`src/rtl/uart_pkg.sv`:
```
// Shared types and helpers for the UART receive/transmit path.
`timescale 1ns/1ps
package uart_pkg;

  typedef enum logic [1:0] {
    PAR_NONE = 2'd0,
    PAR_ODD  = 2'd1,
    PAR_EVEN = 2'd2
  } parity_e;

  typedef enum logic [2:0] {
    IDLE      = 3'd0,
    START     = 3'd1,
    DATA      = 3'd2,
    PARITY    = 3'd3,
    STOP      = 3'd4,
    WAIT_HIGH = 3'd5
  } rx_state_e;

  // Clock cycles per oversample tick, never below one.
  function automatic int calc_div(input int clk_hz, input int baud, input int os);
    int d;
    d = clk_hz / (baud * os);
    return (d < 1) ? 1 : d;
  endfunction

  function automatic logic majority3(input logic a, input logic b, input logic c);
    return (a & b) | (a & c) | (b & c);
  endfunction

endpackage

```
`src/rtl/uart_baud_tick.sv`:
```
// Free-running oversample tick generator, shared by the UART receiver and transmitter.
`timescale 1ns/1ps
module uart_baud_tick #(
  parameter int CLK_FREQUENCY_HZ = 100_000_000,
  parameter int BAUD             = 9600,
  parameter int OVERSAMPLE       = 16
) (
  input  logic clk,
  input  logic rst,
  output logic tick
);
  import uart_pkg::*;

  localparam int DIV = calc_div(CLK_FREQUENCY_HZ, BAUD, OVERSAMPLE);
  localparam int CW  = (DIV > 1) ? $clog2(DIV) : 1;
  localparam logic [CW-1:0] CNT_LAST = CW'(DIV - 1);

  logic [CW-1:0] cnt_q, cnt_d;
  logic          tick_q, tick_d;

  always_comb begin
    cnt_d  = cnt_q;
    tick_d = 1'b0;
    if (cnt_q == CNT_LAST) begin
      cnt_d  = '0;
      tick_d = 1'b1;
    end else begin
      cnt_d  = cnt_q + CW'(1);
      tick_d = 1'b0;
    end
  end

  always_ff @(posedge clk) begin
    if (rst) begin
      cnt_q  <= '0;
      tick_q <= 1'b0;
    end else begin
      cnt_q  <= cnt_d;
      tick_q <= tick_d;
    end
  end

  assign tick = tick_q;

endmodule

```
`src/rtl/uart_rx_ext.sv`:
```
// Oversampling UART receiver with majority-vote bit decisions and
// parity / framing / break status reported alongside each received frame.
`timescale 1ns/1ps
module uart_rx_ext #(
  parameter int CLK_FREQUENCY_HZ = 100_000_000,
  parameter int BAUD             = 9600,
  parameter int OVERSAMPLE       = 16,
  parameter int DATA_BITS        = 8,
  parameter int PARITY           = 0,
  parameter int STOP_BITS        = 1
) (
  input  logic                 clk,
  input  logic                 rst,
  input  logic                 uart_rx,
  output logic [DATA_BITS-1:0] data,
  output logic                 valid,
  output logic                 parity_err,
  output logic                 frame_err,
  output logic                 break_det,
  output logic                 busy
);
  import uart_pkg::*;

  // The PARITY parameter hides the package state of the same name.
  localparam rx_state_e ST_PARITY = uart_pkg::PARITY;

  localparam int SW = $clog2(OVERSAMPLE);
  localparam logic [SW-1:0] S_PRE    = SW'(OVERSAMPLE / 2 - 1);
  localparam logic [SW-1:0] S_MID    = SW'(OVERSAMPLE / 2);
  localparam logic [SW-1:0] S_DECIDE = SW'(OVERSAMPLE / 2 + 1);
  localparam logic [SW-1:0] S_LAST   = SW'(OVERSAMPLE - 1);
  localparam logic [3:0]    B_LAST   = 4'(DATA_BITS - 1);
  localparam logic [3:0]    P_LAST   = 4'(STOP_BITS - 1);

  logic                 tick;
  logic [1:0]           sync_q;
  logic                 rx_s;
  rx_state_e            state_q, state_d;
  logic [SW-1:0]        sample_cnt_q, sample_cnt_d;
  logic [3:0]           bit_cnt_q, bit_cnt_d;
  logic [DATA_BITS-1:0] shift_q, shift_d;
  logic                 samp_a_q, samp_a_d, samp_b_q, samp_b_d;
  logic                 par_acc_q, par_acc_d;
  logic                 zero_q, zero_d;
  logic                 ferr_acc_q, ferr_acc_d;
  logic                 perr_acc_q, perr_acc_d;
  logic [DATA_BITS-1:0] data_q, data_d;
  logic                 valid_q, valid_d;
  logic                 perr_q, perr_d, ferr_q, ferr_d, brk_q, brk_d;
  logic                 busy_q, busy_d;
  logic                 bit_s, decide_s, last_s, zero_stop_s;

  uart_baud_tick #(
    .CLK_FREQUENCY_HZ(CLK_FREQUENCY_HZ),
    .BAUD            (BAUD),
    .OVERSAMPLE      (OVERSAMPLE)
  ) u_tick (
    .clk (clk),
    .rst (rst),
    .tick(tick)
  );

  assign rx_s     = sync_q[1];
  assign bit_s    = majority3(samp_a_q, samp_b_q, rx_s);
  assign decide_s = (sample_cnt_q == S_DECIDE);
  assign last_s   = (sample_cnt_q == S_LAST);

  // Frame sequencing; every action happens on an oversample tick.
  always_comb begin
    state_d      = state_q;
    sample_cnt_d = sample_cnt_q;
    bit_cnt_d    = bit_cnt_q;
    shift_d      = shift_q;
    samp_a_d     = samp_a_q;
    samp_b_d     = samp_b_q;
    par_acc_d    = par_acc_q;
    zero_d       = zero_q;
    ferr_acc_d   = ferr_acc_q;
    perr_acc_d   = perr_acc_q;
    data_d       = data_q;
    valid_d      = 1'b0;
    perr_d       = perr_q;
    ferr_d       = ferr_q;
    brk_d        = brk_q;
    busy_d       = busy_q;
    // Break needs the first stop bit low as well as everything before it.
    zero_stop_s  = (bit_cnt_q == 4'd0) ? (zero_q & ~bit_s) : zero_q;
    if (tick) begin
      sample_cnt_d = last_s ? '0 : sample_cnt_q + SW'(1);
      samp_a_d     = (sample_cnt_q == S_PRE) ? rx_s : samp_a_q;
      samp_b_d     = (sample_cnt_q == S_MID) ? rx_s : samp_b_q;
      case (state_q)
        IDLE: begin
          sample_cnt_d = '0;
          if (!rx_s) begin
            state_d    = START;
            busy_d     = 1'b1;
            par_acc_d  = 1'b0;
            zero_d     = 1'b1;
            ferr_acc_d = 1'b0;
            perr_acc_d = 1'b0;
          end else begin
            state_d = IDLE;
          end
        end
        START: begin
          if (decide_s && bit_s) begin
            state_d      = IDLE;
            busy_d       = 1'b0;
            sample_cnt_d = '0;
          end else if (last_s) begin
            state_d   = DATA;
            bit_cnt_d = '0;
          end else begin
            state_d = START;
          end
        end
        DATA: begin
          if (decide_s) begin
            shift_d   = {bit_s, shift_q[DATA_BITS-1:1]};
            par_acc_d = par_acc_q ^ bit_s;
            zero_d    = zero_q & ~bit_s;
          end else if (last_s) begin
            bit_cnt_d = (bit_cnt_q == B_LAST) ? 4'd0 : bit_cnt_q + 4'd1;
            state_d   = (bit_cnt_q != B_LAST) ? DATA : ((PARITY != 0) ? ST_PARITY : STOP);
          end else begin
            state_d = DATA;
          end
        end
        ST_PARITY: begin
          if (decide_s) begin
            perr_acc_d = (PARITY == int'(PAR_ODD)) ? ~(par_acc_q ^ bit_s) : (par_acc_q ^ bit_s);
            zero_d     = zero_q & ~bit_s;
          end else if (last_s) begin
            state_d = STOP;
          end else begin
            state_d = ST_PARITY;
          end
        end
        STOP: begin
          if (decide_s) begin
            ferr_acc_d = ferr_acc_q | ~bit_s;
            zero_d     = zero_stop_s;
            if (bit_cnt_q == P_LAST) begin
              data_d       = shift_q;
              valid_d      = 1'b1;
              perr_d       = perr_acc_q;
              ferr_d       = ferr_acc_q | ~bit_s;
              brk_d        = zero_stop_s;
              state_d      = bit_s ? IDLE : WAIT_HIGH;
              busy_d       = ~bit_s;
              sample_cnt_d = '0;
            end else begin
              state_d = STOP;
            end
          end else if (last_s) begin
            bit_cnt_d = bit_cnt_q + 4'd1;
          end else begin
            state_d = STOP;
          end
        end
        WAIT_HIGH: begin
          // Any low sample restarts the full bit time of required idle.
          if (!rx_s) begin
            sample_cnt_d = '0;
          end else if (last_s) begin
            state_d = IDLE;
            busy_d  = 1'b0;
          end else begin
            state_d = WAIT_HIGH;
          end
        end
        default: begin
          state_d      = IDLE;
          busy_d       = 1'b0;
          sample_cnt_d = '0;
        end
      endcase
    end else begin
      state_d = state_q;
    end
  end

  // Input synchroniser, state and registered outputs.
  always_ff @(posedge clk) begin
    if (rst) begin
      sync_q       <= 2'b11;
      state_q      <= IDLE;
      sample_cnt_q <= '0;
      bit_cnt_q    <= '0;
      shift_q      <= '0;
      samp_a_q     <= 1'b0;
      samp_b_q     <= 1'b0;
      par_acc_q    <= 1'b0;
      zero_q       <= 1'b0;
      ferr_acc_q   <= 1'b0;
      perr_acc_q   <= 1'b0;
      data_q       <= '0;
      valid_q      <= 1'b0;
      perr_q       <= 1'b0;
      ferr_q       <= 1'b0;
      brk_q        <= 1'b0;
      busy_q       <= 1'b0;
    end else begin
      sync_q       <= {sync_q[0], uart_rx};
      state_q      <= state_d;
      sample_cnt_q <= sample_cnt_d;
      bit_cnt_q    <= bit_cnt_d;
      shift_q      <= shift_d;
      samp_a_q     <= samp_a_d;
      samp_b_q     <= samp_b_d;
      par_acc_q    <= par_acc_d;
      zero_q       <= zero_d;
      ferr_acc_q   <= ferr_acc_d;
      perr_acc_q   <= perr_acc_d;
      data_q       <= data_d;
      valid_q      <= valid_d;
      perr_q       <= perr_d;
      ferr_q       <= ferr_d;
      brk_q        <= brk_d;
      busy_q       <= busy_d;
    end
  end

  assign data       = data_q;
  assign valid      = valid_q;
  assign parity_err = perr_q;
  assign frame_err  = ferr_q;
  assign break_det  = brk_q;
  assign busy       = busy_q;

endmodule

```
`config.mk`:
```
export PLATFORM = sky130hd
export DESIGN_NAME = uart_rx_ext
export DESIGN_NICKNAME = d
export VERILOG_FILES = /design/src/rtl/uart_pkg.sv /design/src/rtl/uart_baud_tick.sv /design/src/rtl/uart_rx_ext.sv
export SDC_FILE = /design/constraint.sdc
export NUM_CORES = 1
export LEC_CHECK = 0
export BUFFER_PORTS_ARGS = -buffer_cell sky130_fd_sc_hd__buf_2
export CORE_AREA = 2 2 105 67
export DETAILED_ROUTE_END_ITERATION = 16
export DIE_AREA = 0 0 107 69
export SKIP_CTS_REPAIR_TIMING = 1
export SKIP_LAST_GASP = 1
export SYNTH_ARGS = -nofsm -noshare
export SYNTH_HDL_FRONTEND = slang
export SYNTH_SLANG_ARGS = --single-unit
```
`constraint.sdc`:
```
create_clock -name clk -period 2.9 [get_ports clk]
set_input_delay 0.435 -clock clk [delete_from_list [all_inputs] [get_ports clk]]
set_output_delay 0.435 -clock clk [all_outputs]
set_load 0.02 [all_outputs]
```
==> impl_metrics.ini, run 1 <==
[synthesis]
synthTopCellsByCount = dfxtp_1, nor2_1, a21oi_1, mux2i_1, nand2_1
postSynth.asyncResetShare_pct = 0
yosysSeqAreaShare_pct = 40.9
synthCells = 280
synth_top_area_share_pct = 40.9
synth.distinct_cells = 60
syn_area_sq_um = 2500
ys_seq_elements = 51
netlist_top_cells_area = dfxtp_1, mux2i_1, nor2_1
synth_top_flop_cell = dfxtp_1
synth_edf_count = 0
synth.most_common_cell = dfxtp_1
avgSynthCellArea_sq_um = 8.91
synth_largest_area_cell = dfxtp_1
ys_warn_count = 0
synth_nets = 290

[layout]
fin_nets = 297
area_delta_synth_final_pct = 8.97
utilization_pct = 42.4
stdcell_area_sq_um = 2720
num_antenna_cells = 0
drive_gt1_share_pct = 13.2

[global_routing]
track_usage_pct = 14.8
grt_pass1_wl_um = 8910
first_global_vias = 1797
grt_max_degree = 24
grt_overflow = 0
antenna_found_initial = 0

[clock_tree]
cts_buffers = 5
ctsHtreeMaxLevel = 2
clk_latency_ns = 0.30
root_buffer = clkbuf_8
cts_buffer_depth = 2
cts_tree = built
clock_sinks = 51
path_clk_slew_ns = 0.09

[sta]
setup_tns_ns = 0
slew_headroom_pct = 50.7
period_minus_slack_ns = 2.13
tightestPinTransition_ns = 0.738
drv_slew = 0
fmax_mhz = 469
clock_skew_ns = 0.00729
setup_viol = 0
timing.final.hold_violations = 0
rsz0062_at_grt = false
fin_crit_sh_pct = 73.6

[placed_design]
dp_hpwl_um = 3690
routabilityCongestion = 0.900
io_buffers = 15
placed_cell_area_sq_um = 2610

[pwr]
p_leak_nw = 1.13
p_per_area_nw_per_um2 = 454
peakVddDrop_v = 0.000224
switching_power_w = 0.000265
seq_power_share_pct = 57.4
pwr-share-comb_pct = 1.8
p_sw_share_pct = 21.4
p_total_w = 0.00124
internal-power_w = 0.000971
clkPwrFrac_pct = 40.8

[worst_setup_path]
cp_slowest_cell = nand3_1
arrival_ns = 2.35
ff2ff_setup_slack_ns = 0.77
cp-end-kind = register
cpPeakStageDelay_ns = 0.49
crit_top_cell = nor2_1
critPathMaxFanout = 10
reg2reg_depth = 7
worstSetupStartpointType = register
path_cells = inv_1, ha_1, and3b_1, nand3_1, nor2_1, nor2_1, a311oi_1
crit_type = reg -> reg
cp_data_required_time_ns = 3.12

[detailed_routing]
drtIter0Drc = 171
vias = 1992
wl_um = 5140
drt_drc_violations_left = 0
first_pass_iters = 5
viasPerCell = 5.31
wl_per_cell_um = 13.7
postRouteAntennaNets = 0

[worst_hold_path]
hp-class = in -> reg
min_path_cells = 2

[job]
drv_cap = 0

[die]
coreArea_sq_um = 6420
io_pins = 16
die_x_um = 107
fp-row-count = 23
die_area_sq_um = 7380
initial_utilization_pct = 38.9
die_h_um = 69

[outcome]
status = finished clean
-- power by group through the flow --
stage	logic [W]	clock network (W)	registers, W
2_1_floorplan	0.0000172	0	0.000725
3_3_place_gp	0.0000225	0	0.000726
3_5_place_dp	0.0000229	0	0.000726
4_1_cts	0.0000229	0.000522	0.000710
5_1_grt	0.0000251	0.000556	0.000712
6_report	0.0000222	0.000504	0.000710
-- critical path: cells and delay by family (launching register included) --
kind                     cells  cell delay [ns]
AND/OR/NAND/NOR              4             1.21
flip-flops                   1             0.35
AO/OA/AOI/OAI                1             0.23
adder cells (fa/ha/maj)      1             0.17
buffers and inverters        1             0.09
-- flip-flops by register name, indices dropped and copies added (netlist names) --
register      flops
zero_q            1
busy              1
sample_cnt_q      4
u_tick.tick       1
data              8
par_acc_q         1
samp_b_q          1
shift_q           8
samp_a_q          1
bit_cnt_q         4
break_det         1
parity_err        1
perr_acc_q        1
ferr_acc_q        1
sync_q            2
valid             1
u_tick.cnt_q     10
state_q           3
frame_err         1
-- metrics by stage --
stage,worst slack (ns),instances,hold WS (ns)
after detailed placement,0.839,367,0.402
after global placement,0.880,367,0.397
after CTS,0.813,375,0.323
final,0.766,375,0.325
after floorplan,1.25,280,0.389
after global routing,0.582,375,0.317
-- final timing paths --
kind | from | end
hold reg to reg | sync_q[0] | sync_q[1]
setup / recovery | sample_cnt_q[1] | par_acc_q
hold / removal | uart_rx | sync_q[0]
setup reg to reg | sample_cnt_q[1] | par_acc_q
-- per-layer routing --
metal	share of wire (%)	global-route usage, %	routed length [um]	vias up
met5	0	0	0	-
met4	0.76	3.32	39	0
met3	7.0	4.82	359	7
met2	38	19.6	1970	64
met1	54	22.9	2770	929
li1	-	-	-	992
-- area by class of cell --
| cell class | instances | area [sq um] |
|---|---|---|
| inverter | 8 | 30.0 |
| fill | 632 | 3700 |
| tap | 87 | 109 |
| timing repair buffer | 17 | 90.1 |
| sequential | 51 | 1020 |
| multi-input combinational | 204 | 1360 |
| clock buffer | 5 | 68.8 |
| clock inverter | 3 | 46.3 |
-- kinds of logic (layout without fill, tap and decap cells) --
logic type / Yosys count / in the layout / synth area share [%]
xor gates and xnor gates: 10 / 10 / 3.51
and+or+nand+nor: 115 / 115 / 24.6
muxes: 18 / 18 / 7.27
AOI/OAI and AO/OA: 53 / 53 / 15.0
adders and majority gates: 8 / 8 / 3.91
DFF: 51 / 51 / 40.9
buffers and inverters: 25 / 33 / 4.81
-- cells in the final DEF, fill, tap and decap left out, types with 2 or more instances in the layout --
cell	netlist	layout
a211oi_1	5	5
and3_1	2	2
buf_2	3	15
or2_2	2	2
nand4b_1	2	2
o21a_1	2	2
nand4_1	3	3
clkbuf_8	0	5
nor2_1	44	44
mux2i_1	17	17
nand3_1	9	9
and2_1	2	2
ha_1	7	7
xnor2_1	5	5
nor2b_1	8	8
buf_4	4	2
and3b_1	2	2
nor3b_1	2	2
a31oi_1	3	3
inv_1	7	7
nand2b_1	5	5
nor3_1	7	7
dfxtp_1	51	51
nand2_1	12	12
o21ai_0	5	5
xor2_1	5	5
nand3b_1	4	4
a21oi_1	20	20
o31ai_1	2	2
No activity file was read; power rests on OpenSTA's default activity.
==> inputs of run 2 (changes only) <==
==> constraint.sdc (replaced) <==
create_clock -name clk -period 2.23 [get_ports clk]
set_input_delay 0.3345 -clock clk [delete_from_list [all_inputs] [get_ports clk]]
set_output_delay 0.3345 -clock clk [all_outputs]
set_load 0.02 [all_outputs]
==> run 2 against run 1 <==
Worst hold slack worse by 0.11 ns; die area unchanged; utilization rose by 0.55 points; sequential share of layout area fell by 0.48 points; final area is 1.3% higher; fmax rose by 9.6%; setup slack worse by 0.48 ns; routed wire length is 0.58% lower; critical endpoint is now state_q[1]; clock power up 28%; count of clock-buffer cells in the layout unchanged; total power rose by 29%; clock skew grew 0.00077 ns.
==> impl_metrics.ini, run 2 (synthesis gave the netlist of run 1 again) <==
[detailed_routing]
wl_per_cell_um = 13.4
drtIter0Drc = 124
drt_drc_violations_left = 0
postRouteAntennaNets = 0
vias = 1967
first_pass_iters = 4
viasPerCell = 5.18
wl_um = 5110

[worst_setup_path]
cp-end-kind = register
r2r-start = state_q[1]
r2r_end = state_q[1]
crit_type = reg -> reg
cp_data_required_time_ns = 2.46
arrival_ns = 2.18
worstSetupStartpointType = register
reg2reg_depth = 5
critPathMaxFanout = 16
ff2ff_setup_slack_ns = 0.28

[clock_tree]
cts_tree = built
cts_buffers = 5
ctsHtreeMaxLevel = 2
clock_sinks = 51
root_buffer = clkbuf_8
path_clk_slew_ns = 0.09
clk_latency_ns = 0.30
cts_buffer_depth = 2

[die]
coreArea_sq_um = 6420
initial_utilization_pct = 38.9
io_pins = 16
die_area_sq_um = 7380
die_h_um = 69
fp-row-count = 23
die_x_um = 107

[layout]
area_delta_synth_final_pct = 10.4
nFillCells = 631
stdcell_area_sq_um = 2760
fin_nets = 302
largest_reg_flops = 10
num_antenna_cells = 0
mostFrequentLayoutCells = dfxtp_1, nor2_1, a21oi_1
regArea_sq_um = 1020
largest-register = u_tick.cnt_q
multi_input_area_sq_um = 1360
drive_gt1_share_pct = 14.7
layout_commonest_cell = dfxtp_1

[sta]
drv_slew = 0
setup_viol = 0
fin_hold_ws_ns = 0.219
setup_tns_ns = 0
slew_headroom_pct = 56.1
period_minus_slack_ns = 1.95
rsz0062_at_grt = false
tightestPinTransition_ns = 0.658
fin_crit_sh_pct = 87.3
timing.final.hold_violations = 0
fmax_mhz = 513
clock_skew_ns = 0.00806

[worst_hold_path]
hold_end = sync_q[0]
min_from = uart_rx
min_path_cells = 2
hp-class = in -> reg

[placed_design]
dp_hpwl_um = 3650
placed_cell_area_sq_um = 2640
routabilityCongestion = 0.929
io_buffers = 15

[pwr]
p_leak_nw = 1.16
p_total_w = 0.00160
p_per_area_nw_per_um2 = 581
peakVddDrop_v = 0.000406

[global_routing]
track_usage_pct = 14.4
grt_max_degree = 20
grt_overflow = 0
antenna_found_initial = 0
first_global_vias = 1794
grt_pass1_wl_um = 8750

[outcome]
status = finished clean

[job]
drv_cap = 0
-- run 2: cell types whose count changed in the layout (fill, tap and decap cells not counted), sizes merged --
cell      before  now
buf           17   22
clkinv         0    2
clkinvlp       1    0
inv            9    8
-- run 2: per-layer routing --
layer	GRT usage, %	up-vias	part of all wire (%)
met5	0	-	0
met1	24.0	915	56
li1	-	1005	-
met4	1.15	0	0.16
met2	18.8	43	39
met3	3.50	4	4.8
-- run 2: power breakdown --
group	leakage [nW]	internal, W	switching, W
sequential	0.412	0.000916	0.00000661
clock	0.0581	0.000335	0.000311
combinational	0.689	0.00000987	0.0000207
total	1.16	0.00126	0.000339
-- run 2: worst max-delay path by stage --
stage,to,start,cells after the start,slack (ns)
floorplan,state_q[1],sample_cnt_q[0],5,0.58
global placement,break_det,state_q[2],6,0.32
detailed placement,state_q[1],state_q[1],5,0.34
CTS,state_q[1],state_q[1],5,0.29
global route,state_q[1],state_q[0],4,0.15
finish,state_q[1],state_q[1],5,0.28
-- run 2: layout make-up --
cell class,count,area share [%]
Timing Repair Buffer,22,4.63
Multi-Input combinational cell,204,49.2
Sequential cell,51,37.1
Tap cell,87,3.95
Inverter,8,1.09
Clock inverter,3,1.59
Clock buffer,5,2.50
-- run 2: metrics by stage --
stage | util [%] | std cells | setup WS, ns
5_1_grt | 42.9 | 380 | 0.154
4_1_cts | 42.9 | 380 | 0.291
3_5_place_dp | 41.2 | 372 | 0.338
3_3_place_gp | 41.2 | 372 | 0.323
6_report | 42.9 | 380 | 0.283
2_1_floorplan | - | 280 | 0.577
-- run 2: worst max-delay path: stages (launching register included) --
cell      delay, ns
dfxtp_1        0.67
nand2b_2       0.27
o21ai_2        0.08
a311o_1        0.35
or3_1          0.37
a21oi_2        0.14
